### config.mk
export PLATFORM = sky130hd
export DESIGN_NAME = serial_digit_adder
export DESIGN_NICKNAME = d
export VERILOG_FILES = /design/src/rtl/serial_digit_adder.sv
export SDC_FILE = /design/constraint.sdc
export NUM_CORES = 1
export LEC_CHECK = 0
export ABC_AREA = 1
export ABC_CLOCK_PERIOD_IN_PS = 5000
export BUFFER_PORTS_ARGS = -buffer_cell sky130_fd_sc_hd__buf_2
export CORE_UTILIZATION = 40
export CTS_CLUSTER_SIZE = 24
export DETAILED_ROUTE_END_ITERATION = 10
export GPL_TIMING_DRIVEN = 0
export PLACE_DENSITY = 0.64
export SYNTH_ARGS = -nofsm -noshare
export SYNTH_HDL_FRONTEND = slang
export SYNTH_SLANG_ARGS = --single-unit
### constraint.sdc
create_clock -name clk -period 5 [get_ports clk]
set_input_delay 0.25 -clock clk [delete_from_list [all_inputs] [get_ports clk]]
set_output_delay 0.25 -clock clk [all_outputs]
set_load 0.1 [all_outputs]
### src/rtl/serial_digit_adder.sv
// ============================================================================
// Module   : serial_digit_adder
// Brief    : Digit-serial add/subtract, DIGIT bits per clock, LSB digit first.
// Revision : 1.0 - initial release
// ============================================================================
`default_nettype none

module serial_digit_adder #(
    parameter int WIDTH = 64,
    parameter int DIGIT = 8
) (
    input  logic             clk,
    input  logic             rst,
    input  logic             start,
    input  logic [WIDTH-1:0] a,
    input  logic [WIDTH-1:0] b,
    input  logic             cin,
    input  logic             sub,
    output logic             busy,
    output logic             done,
    output logic [WIDTH-1:0] sum,
    output logic             cout,
    output logic             ovf
);

    localparam int N     = WIDTH / DIGIT;
    localparam int CNT_W = (N > 1) ? $clog2(N) : 1;
    localparam logic [CNT_W-1:0] LAST_DIGIT = CNT_W'(N - 1);

    typedef enum logic [0:0] {
        IDLE = 1'b0,
        RUN  = 1'b1
    } state_t;

    state_t             state_q, state_d;
    logic [WIDTH-1:0]   a_sr_q, a_sr_d;
    logic [WIDTH-1:0]   b_sr_q, b_sr_d;
    logic [WIDTH-1:0]   res_q, res_d;
    logic [WIDTH-1:0]   sum_q, sum_d;
    logic [CNT_W-1:0]   cnt_q, cnt_d;
    logic               carry_q, carry_d;
    logic               a_msb_q, a_msb_d;
    logic               b_msb_q, b_msb_d;
    logic               done_q, done_d;
    logic               cout_q, cout_d;
    logic               ovf_q, ovf_d;

    logic [DIGIT:0]     w_digit;
    logic [WIDTH-1:0]   w_res_shift;

    // Single DIGIT-bit carry-chain slice shared by every digit position.
    assign w_digit = {1'b0, a_sr_q[DIGIT-1:0]}
                   + {1'b0, b_sr_q[DIGIT-1:0]}
                   + {{DIGIT{1'b0}}, carry_q};

    generate
        if (DIGIT == WIDTH) begin : g_single_digit
            assign w_res_shift = w_digit[DIGIT-1:0];
        end else begin : g_multi_digit
            assign w_res_shift = {w_digit[DIGIT-1:0], res_q[WIDTH-1:DIGIT]};
        end
    endgenerate

    always_comb begin
        state_d = state_q;
        a_sr_d  = a_sr_q;
        b_sr_d  = b_sr_q;
        res_d   = res_q;
        sum_d   = sum_q;
        cnt_d   = cnt_q;
        carry_d = carry_q;
        a_msb_d = a_msb_q;
        b_msb_d = b_msb_q;
        done_d  = 1'b0;
        cout_d  = cout_q;
        ovf_d   = ovf_q;

        case (state_q)
            IDLE: begin
                if (start) begin
                    // Subtraction is A + ~B + ~borrow_in.
                    a_sr_d  = a;
                    b_sr_d  = b ^ {WIDTH{sub}};
                    carry_d = cin ^ sub;
                    a_msb_d = a[WIDTH-1];
                    b_msb_d = b[WIDTH-1] ^ sub;
                    res_d   = '0;
                    cnt_d   = '0;
                    state_d = RUN;
                end
            end
            RUN: begin
                a_sr_d  = a_sr_q >> DIGIT;
                b_sr_d  = b_sr_q >> DIGIT;
                res_d   = w_res_shift;
                carry_d = w_digit[DIGIT];
                cnt_d   = cnt_q + CNT_W'(1);
                if (cnt_q == LAST_DIGIT) begin
                    sum_d   = w_res_shift;
                    cout_d  = w_digit[DIGIT];
                    ovf_d   = (a_msb_q == b_msb_q) && (w_res_shift[WIDTH-1] != a_msb_q);
                    done_d  = 1'b1;
                    state_d = IDLE;
                end
            end
            default: state_d = IDLE;
        endcase
    end

    always_ff @(posedge clk) begin
        if (rst) begin
            state_q <= IDLE;
            a_sr_q  <= '0;
            b_sr_q  <= '0;
            res_q   <= '0;
            sum_q   <= '0;
            cnt_q   <= '0;
            carry_q <= 1'b0;
            a_msb_q <= 1'b0;
            b_msb_q <= 1'b0;
            done_q  <= 1'b0;
            cout_q  <= 1'b0;
            ovf_q   <= 1'b0;
        end else begin
            state_q <= state_d;
            a_sr_q  <= a_sr_d;
            b_sr_q  <= b_sr_d;
            res_q   <= res_d;
            sum_q   <= sum_d;
            cnt_q   <= cnt_d;
            carry_q <= carry_d;
            a_msb_q <= a_msb_d;
            b_msb_q <= b_msb_d;
            done_q  <= done_d;
            cout_q  <= cout_d;
            ovf_q   <= ovf_d;
        end
    end

    assign busy = (state_q == RUN);
    assign done = done_q;
    assign sum  = sum_q;
    assign cout = cout_q;
    assign ovf  = ovf_q;

endmodule

`default_nettype wire

==> flow_summary.ini, run 1 <==
[logic_synthesis]
synthCells = 1346
seq_area_frac_synth_pct = 48.6
yosysWarnings = 0
synth_cell_types = 30
ys_ff_latch = 258
syn-num-nets = 1490
synth.avg_cell_area_um2 = 7.90
syn-cell-area_mm2 = 0.0106

[cells_and_area]
drive_above_1_share_pct = 19.6
fin_cells = 1947
area_delta_synth_final_pct = 23.3
fillCellCount = 2575
finalNetCount = 1737

[floorplanning]
die_w_um = 165
ios = 201
die_h_um = 165
fp.dieArea_mm2 = 0.0272
coreArea_mm2 = 0.0261
start_util_pct = 40.8
fp-row-count = 59

[hold_path]
worstHoldPathType = in2reg

[critical_path]
crit_slowest_cell = fa_1
cp-start-kind = flip-flop
worstPathCellList = fa_1, inv_1, fa_1, inv_1, nand3_1, nand2_1, xnor2_1, nor2_1, o21a_1
cp_data_required_time_ps = 5410
max_stage_delay_ps = 450
worst-path-max-fanout = 3
endpoint_kind = flip-flop
critPathKind = reg2reg
crit_arrival_ps = 2280

[clock_network]
cts_resized = 0
h-tree-depth = 1
cts_root_buf = clkbuf_16
path_clk_slew_ps = 60
clock_latency_ps = 530
clk_path_buf_depth = 3
cts_tree = built
cts_sinks = 258
cts_buffers = 27

[routing]
ant_nets = 0
drc = 0
vias_per_cell = 4.83
vias = 9397
drtPass1Iterations = 5
wl_per_cell_um = 14.7
wl_um = 28600
dr.first_iter.drc_count = 579

[pwr]
p_leak_uw = 0.00611
power_density_mw_per_mm2 = 352
p_total_uw = 4610
ir_drop_mv = 0.243

[sta]
worstMarginPinSlew_ps = 603
setup_viol = 0
final.setup_skew_ps = 12.5
maxSlewHeadroom_pct = 59.8
rsz0062_at_grt = false
hold_viol = 0
max_freq_mhz = 535
tns_ps = 0
period_minus_slack_ps = 1870
fin_ws_ps = 3130
fin_crit_sh_pct = 37.4
drv_slew = 0

[grt]
first_global_vias = 8669
grt_pass1_wl_um = 44600
track_usage_pct = 20.8
antenna_found_initial = 4
grt_start_max_net_pins = 14
overflow = 0

[place]
routabilityCongestion = 0.844
dp_hpwl_um = 21200
portBuffers = 199
place_inst = 1880
pre_cts_ws_ps = 3150

[flow_run]
cap_violations = 0

[status]
status = complete, no violations
==> report_power, final <==
| part | internal (µW) | total, µW | leakage, µW | switching (µW) |
|---|---|---|---|---|
| clock | 1190 | 1970 | 0.000427 | 781 |
| combinational | 185 | 469 | 0.00358 | 284 |
| sequential | 2130 | 2180 | 0.00210 | 46.0 |
==> registers in the layout, summed over array words and instances (netlist names) <==
| signal | count |
|---|---|
| a_msb_q | 1 |
| a_sr_q | 64 |
| b_msb_q | 1 |
| b_sr_q | 64 |
| busy | 1 |
| carry_q | 1 |
| cnt_q | 3 |
| cout | 1 |
| done | 1 |
| ovf | 1 |
| res_q | 56 |
| sum | 64 |
==> cell usage after synthesis <==
library cell / count / area share, %
buf_1: 9 / 0.32
inv_1: 73 / 2.6
ha_1: 9 / 1.1
a22o_1: 57 / 4.7
nand3b_1: 1 / 0.071
inv_2: 2 / 0.071
nor2_4: 2 / 0.21
fa_1: 2 / 0.38
a21o_1: 1 / 0.071
a31oi_1: 56 / 3.3
clkbuf_1: 14 / 0.49
nand4_1: 2 / 0.12
nor3_1: 1 / 0.047
xnor2_1: 2 / 0.16
o21a_1: 2 / 0.14
nor2_8: 1 / 0.19
nand2_2: 1 / 0.059
buf_6: 13 / 1.4
buf_4: 9 / 0.64
nand2_1: 551 / 19
or2_2: 2 / 0.12
nand3_1: 45 / 2.1
a22oi_1: 26 / 1.8
a21oi_1: 84 / 4.0
buf_2: 49 / 2.3
xor2_1: 64 / 5.3
nor2_1: 5 / 0.18
o21ai_1: 1 / 0.047
o21ai_0: 4 / 0.19
dfxtp_1: 258 / 49
==> logic make-up after synthesis <==
group	after synthesis	share of synthesized area [%]
buf+inv	169	7.78
compound gates	231	14.2
xor+xnor	66	5.44
flops	258	48.6
fa+ha+maj	11	1.44
simple gates	611	22.6
==> critical path: cells and delay by family (launching register included) <==
| kind | cells | cell delay (ps) |
|---|---|---|
| AND/OR/NAND/NOR | 3 | 220 |
| adder cells (fa/ha/maj) | 2 | 670 |
| buffers and inverters | 2 | 140 |
| flip-flops | 1 | 340 |
| AO/OA/AOI/OAI | 1 | 170 |
| XOR/XNOR | 1 | 230 |
==> stage by stage <==
stage	util (%)	area [µm²]	hold WS, ps
floorplan	-	10600	393
global placement	46.2	12000	437
detailed placement	46.2	12000	440
CTS	50.3	13100	0.115
global route	50.3	13100	23.7
finish	50.3	13100	16.0
==> routing by layer <==
metal	track usage, %	share of wire [%]
met4	5.50	2.1
met2	34.9	46
met5	0	0.077
met1	27.8	46
met3	2.95	5.3
==> path summary, 6_finish.rpt <==
path | end | cells after the start | startpoint | slack, ps
min | b_sr_q[57] | 4 | b[57] | 20
min reg2reg | sum[63] | 2 | sum[63] | 460
max reg2reg | res_q[60] | 9 | a_sr_q[0] | 3130
max | res_q[60] | 9 | a_sr_q[0] | 3130
==> cell type report <==
cell class / count / area, µm² / area share, %
repair buffers: 218 / 1190 / 9.05
well taps: 335 / 419 / 3.20
inverters: 75 / 282 / 2.15
clock buffers: 39 / 751 / 5.73
multi-input cells: 919 / 4640 / 35.4
diodes: 1 / 2.50 / 0.0191
flip-flops and latches: 258 / 5160 / 39.4
plain buffers: 94 / 546 / 4.16
clock inverters: 8 / 115 / 0.878
==> cells in the final DEF, fill, tap and decap left out <==
cell type	synthesis	routed
nand2_1	551	551
dfxtp_1	258	258
buf_2	49	248
a21oi_1	84	84
inv_1	73	73
xor2_1	64	64
a22o_1	57	57
a31oi_1	56	56
nand3_1	45	45
clkbuf_16	0	27
a22oi_1	26	26
clkbuf_1	14	23
dlygate4sd3_1	0	19
buf_6	13	13
buf_4	9	9
buf_1	9	9
ha_1	9	9
nor2_1	5	5
clkinv_2	0	5
o21ai_0	4	4
bufinv_16	0	3
clkbuf_8	0	3
inv_2	2	2
or2_2	2	2
nand4_1	2	2
xnor2_1	2	2
o21a_1	2	2
nor2_4	2	2
fa_1	2	2
diode_2	0	1
nor2_8	1	1
nand3b_1	1	1
a21o_1	1	1
nand2_2	1	1
o21ai_1	1	1
nor3_1	1	1
==> repair_timing <==
item | CTS | global route
hold buffers | 19 | 0
buffers inserted | 0 | 0
endpoints found under the hold margin | 19 | 0
Note: power is estimated with default switching activity, not from simulation.
==> inputs of run 2 (changes only) <==
Settings changed: ABC_AREA 1 to 0, ABC_CLOCK_PERIOD_IN_PS 5000 to 1600, PLACE_DENSITY 0.64 to 0.66.
Clock period 5 ns to 1.6 ns, I/O delays scaled along.
==> flow_summary.ini, run 2 <==
[pwr]
ir_drop_mv = 0.689
power_density_mw_per_mm2 = 1040
p_total_uw = 15300
p_leak_uw = 0.00626

[sta]
fin_ws_ps = -361
whs_ps = 7.49
worstMarginPinSlew_ps = 650
setup_viol = 16
fin_crit_sh_pct = 123
rsz0062_at_grt = true
drv_slew = 0
maxSlewHeadroom_pct = 56.7
hold_viol = 0
period_minus_slack_ps = 1960
max_freq_mhz = 510
final.setup_skew_ps = 19.0

[clock_network]
cts_root_buf = clkbuf_16
clock_latency_ps = 540
cts_buffers = 27
h-tree-depth = 1
path_clk_slew_ps = 60
cts_sinks = 258
clk_path_buf_depth = 3
cts_tree = built

[critical_path]
crit_slowest_cell = fa_2
critPathCapture = sum[62]
crit_family = compound AO/OA/AOI/OAI gates
r2r_setup_slack_ps = -360
worst-path-max-fanout = 4
cp-start-kind = flip-flop
crit_arrival_ps = 2410
crit_top_cell = fa_2
worstPathCellList = fa_2, inv_2, fa_2, nor2b_4, o21ai_4, buf_6, a21oi_4, o31a_1, o31ai_1
endpoint_kind = flip-flop
timing.rr.end = sum[62]
worstPathBufferInverterCount = 2
r2r_cells = 9
critPathKind = reg2reg
cp_data_required_time_ps = 2050
startpoint = carry_q
r2r_start = carry_q
max_stage_delay_ps = 390
path_depth = 9

[routing]
drtPass1Iterations = 6
drc = 0
highest_layer = met4
vias_per_cell = 5.22
wl_per_cell_um = 17.2
wl_met1_um = 14800
vias = 10100
dr.first_iter.drc_count = 682
wl_um = 33200
dr_wl_met3_um = 1960
wl_met2_um = 15300
ant_nets = 0

[status]
violations = setup timing
status = finished with violations

[logic_synthesis]
seq_area_frac_synth_pct = 47.0
syn-cell-area_mm2 = 0.0110
synth_edf_count = 0
synthCells = 1237
syn-num-nets = 1381
yosysWarnings = 0
async_flop_share_pct = 0
ys.flop_type = dfxtp_1
post-synth-top-count-cell = nor2_1
synth_commonest_cells = 304 x nor2_1, 258 x dfxtp_1, 168 x a21oi_1, 68 x xnor2_1, 66 x mux2i_1
ys_ff_latch = 258
synth.avg_cell_area_um2 = 8.88
synth_cell_types = 50
synth_top_area_share_pct = 47.0
synth_largest_area_cell = dfxtp_1
netlist_top_cells_area = dfxtp_1 47%, nor2_1 10%, a21oi_1 7.7%

[floorplanning]
fp-row-count = 60
fp.dieArea_mm2 = 0.0281
coreArea_mm2 = 0.0270
start_util_pct = 40.7
die_w_um = 168
ios = 201
die_h_um = 168

[place]
routabilityCongestion = 0.896
dp_hpwl_um = 22200
portBuffers = 198
place_inst = 1776

[cells_and_area]
finalNetCount = 1713
final_cell_mix = 304 x nor2_1, 252 x dfxtp_1, 233 x buf_2
drive_above_1_share_pct = 23.2
final_common_cell = nor2_1
area_delta_synth_final_pct = 33.5
fin_cells = 1930
diodes = 0

[grt]
grt_start_max_net_pins = 14
overflow = 0
track_usage_pct = 22.8
grt_pass1_wl_um = 51300
first_global_vias = 9615
antenna_found_initial = 0

[flow_run]
cap_violations = 0

[hold_path]
worstHoldPathType = in2reg
run 2: what timing repair did:
item                       CTS  global route
hold buffers                89             0
hold endpoints to repair    91             0
setup buffers                9             1
pin swaps                   11             9
setup endpoints to repair  117           193
gates resized for setup     34            59
cloned                       1             5
run 2: worst min path at each step:
stage,start,end,slack [ps],cells past startpoint
final,b[37],b_sr_q[37],7,5
after global routing,b[46],b_sr_q[46],20,5
after CTS,b[48],b_sr_q[48],2,5
after detailed placement,a[62],a_sr_q[62],330,3
after global placement,a[62],a_sr_q[62],320,3
after floorplan,a[56],a_sr_q[56],230,2
run 2: kinds of logic after synthesis:
family	count (synthesis)	share of synthesized area [%]
adders and majority gates	11	1.39
DFF	258	47.0
buffers and inverters	116	5.08
and+or+nand+nor	394	15.9
AOI/OAI and AO/OA	323	19.1
muxes	66	6.02
xor gates and xnor gates	69	5.50
run 2: area by class of cell:
| class | instances | area (µm²) |
|---|---|---|
| repair buffers | 301 | 2070 |
| flip-flops and latches | 258 | 5170 |
| plain buffers | 109 | 642 |
| inverters | 7 | 38.8 |
| well taps | 341 | 427 |
| fillers | 2415 | 12300 |
| repair inverters | 2 | 20.0 |
| clock inverters | 11 | 111 |
| multi-input cells | 863 | 5380 |
| clock buffers | 38 | 798 |
run 2: where the power goes:
group	switching [µW]	leakage [µW]	total, µW	internal [µW]
Combinational	1110	0.00370	2000	889
Clock	2620	0.000453	6410	3790
Sequential	176	0.00210	6850	6680
run 2: stage by stage:
| stage | instance area [µm²] | setup slack, ps | setup TNS, ps | util, % |
|---|---|---|---|---|
| after floorplan | 11000 | -178 | -857 | - |
| after global placement | 12400 | -343 | -19640 | 46.1 |
| after detailed placement | 12400 | -365 | -20710 | 46.1 |
| after CTS | 14400 | -341 | -3030 | 53.5 |
| after global routing | 14700 | -459 | -4590 | 54.4 |
| final | 14700 | -361 | -3190 | 54.4 |
run 2: per-layer routing:
metal	GRT usage [%]	vias to the layer above
met5	0	-
met4	8.58	0
met3	3.55	76
met2	37.0	367
met1	30.5	4675
li1	-	4959
run 2: worst register-to-register path: cells and delay by family, from the launching register on:
kind | cells | cell delay [ps]
AND/OR/NAND/NOR | 1 | 50
flip-flops | 1 | 330
AO/OA/AOI/OAI | 4 | 650
adder cells (fa/ha/maj) | 2 | 630
buffers and inverters | 2 | 210
==> inputs of run 3 (changes only) <==
Settings changed: ABC_CLOCK_PERIOD_IN_PS 1600 to default, CTS_BUF_LIST from default to sky130_fd_sc_hd__clkbuf_4.
==> flow_summary.ini, run 3 (same netlist as run 2, synthesis figures left out) <==
[critical_path]
cp_data_required_time_ps = 2200
r2r_cells = 9
endpoint_kind = flip-flop
cp-start-kind = flip-flop
critPathKind = reg2reg
r2r_setup_slack_ps = -360
crit_arrival_ps = 2570
r2r_start = a_sr_q[0]
worst-path-max-fanout = 2
timing.rr.end = res_q[60]

[place]
pre_cts_ws_ps = -365
portBuffers = 198
dp_hpwl_um = 22200
routabilityCongestion = 0.896
placed_cell_area_mm2 = 0.0124

[clock_network]
cts_sinks = 258
cts_root_buf = clkbuf_4
cts_tree = built
cts_buffers = 70
h-tree-depth = 3
clock_latency_ps = 680
clk_path_buf_depth = 3
path_clk_slew_ps = 60

[sta]
final.setup_skew_ps = 45.3
fin_crit_sh_pct = 123
hold_viol = 0
period_minus_slack_ps = 1960
fin_ws_ps = -361
max_freq_mhz = 510
setup_viol = 22
whs_ps = 98.1
drv_slew = 0
worstMarginPinSlew_ps = 629
maxSlewHeadroom_pct = 58.0
rsz0062_at_grt = true

[cells_and_area]
final_cell_mix = 304 x nor2_1, 252 x dfxtp_1, 214 x buf_2
fillCellCount = 2361
drive_above_1_share_pct = 25.9
finalNetCount = 1802
area_delta_synth_final_pct = 38.4
final_area_mm2 = 0.0152
final_common_cell = nor2_1

[floorplanning]
coreArea_mm2 = 0.0270
start_util_pct = 40.7
fp.dieArea_mm2 = 0.0281
die_w_um = 168
fp-row-count = 60
ios = 201
die_h_um = 168

[grt]
first_global_vias = 10300
grt_pass1_wl_um = 53300
overflow = 0
grt_start_max_net_pins = 11
antenna_found_initial = 1
track_usage_pct = 23.9

[hold_path]
worstHoldPathType = in2reg
whs_endpoint = b_sr_q[13]
min_path_cells = 5
min_from = sub

[flow_run]
cap_violations = 0

[pwr]
power_density_mw_per_mm2 = 994
ir_drop_mv = 0.598
p_leak_uw = 0.00655
p_total_uw = 15100

[routing]
vias = 10600
vias_per_cell = 5.20
drtPass1Iterations = 7
wl_um = 34400
wl_per_cell_um = 16.8
drc = 0
ant_nets = 0
dr.first_iter.drc_count = 752

[status]
violations = setup timing
status = finished with violations
run 3: area by class of cell:
| cell class | instances | area (µm²) | share of cell area [%] |
|---|---|---|---|
| diodes | 1 | 2.50 | 0.0165 |
| plain buffers | 109 | 644 | 4.24 |
| clock buffers | 109 | 818 | 5.38 |
| clock inverters | 10 | 98.8 | 0.650 |
| inverters | 7 | 38.8 | 0.255 |
| multi-input cells | 863 | 5370 | 35.4 |
| flip-flops and latches | 258 | 5170 | 34.0 |
| well taps | 341 | 427 | 2.81 |
| repair buffers | 348 | 2610 | 17.1 |
| repair inverters | 1 | 16.3 | 0.107 |
run 3: critical path, stage by stage, from the launching register on:
cell	delay, ps
dfxtp_2	350
fa_2	220
inv_2	40
fa_2	370
nor2b_4	140
o21ai_4	80
buf_6	130
nor3b_4	150
o32a_1	320
nor2_1	80
run 3: worst max path at each step:
| stage | slack [ps] | start | to |
|---|---|---|---|
| final | -360 | a_sr_q[0] | res_q[60] |
| after global placement | -340 | carry_q | carry_q |
| after CTS | -330 | a_sr_q[0] | carry_q |
| after floorplan | -180 | carry_q | sum[62] |
| after global routing | -420 | b_sr_q[0] | res_q[60] |
| after detailed placement | -360 | carry_q | carry_q |
run 3: power breakdown:
part | total, µW | internal, µW | leakage [µW] | switching, µW
clock | 6160 | 3400 | 0.000546 | 2760
combinational | 2100 | 965 | 0.00390 | 1130
sequential | 6850 | 6680 | 0.00210 | 177
run 3: repair_timing:
item                                    4_1_cts  5_1_grt
hold buffers                                132        0
hold endpoints to repair                    140        0
gates resized for setup                      47       67
buffers inserted                              9        4
cloned                                        0        6
pin swaps                                    10       11
endpoints found under the setup margin      135      162
run 3: through the flow:
step / setup TNS (ps) / instances / utilization, %
final: -3410 / 2047 / 56.4
after global routing: -5570 / 2047 / 56.4
after CTS: -2860 / 2036 / 55.2
after detailed placement: -20710 / 1776 / 46.1
after global placement: -19640 / 1776 / 46.1
after floorplan: -857 / 1237 / -
run 3: layer usage:
| metal | routed length (µm) | global-route usage, % |
|---|---|---|
| met1 | 15100 | 30.8 |
| met2 | 15900 | 38.5 |
| met3 | 1980 | 4.42 |
| met4 | 1340 | 11.6 |
| met5 | 0 | 0 |
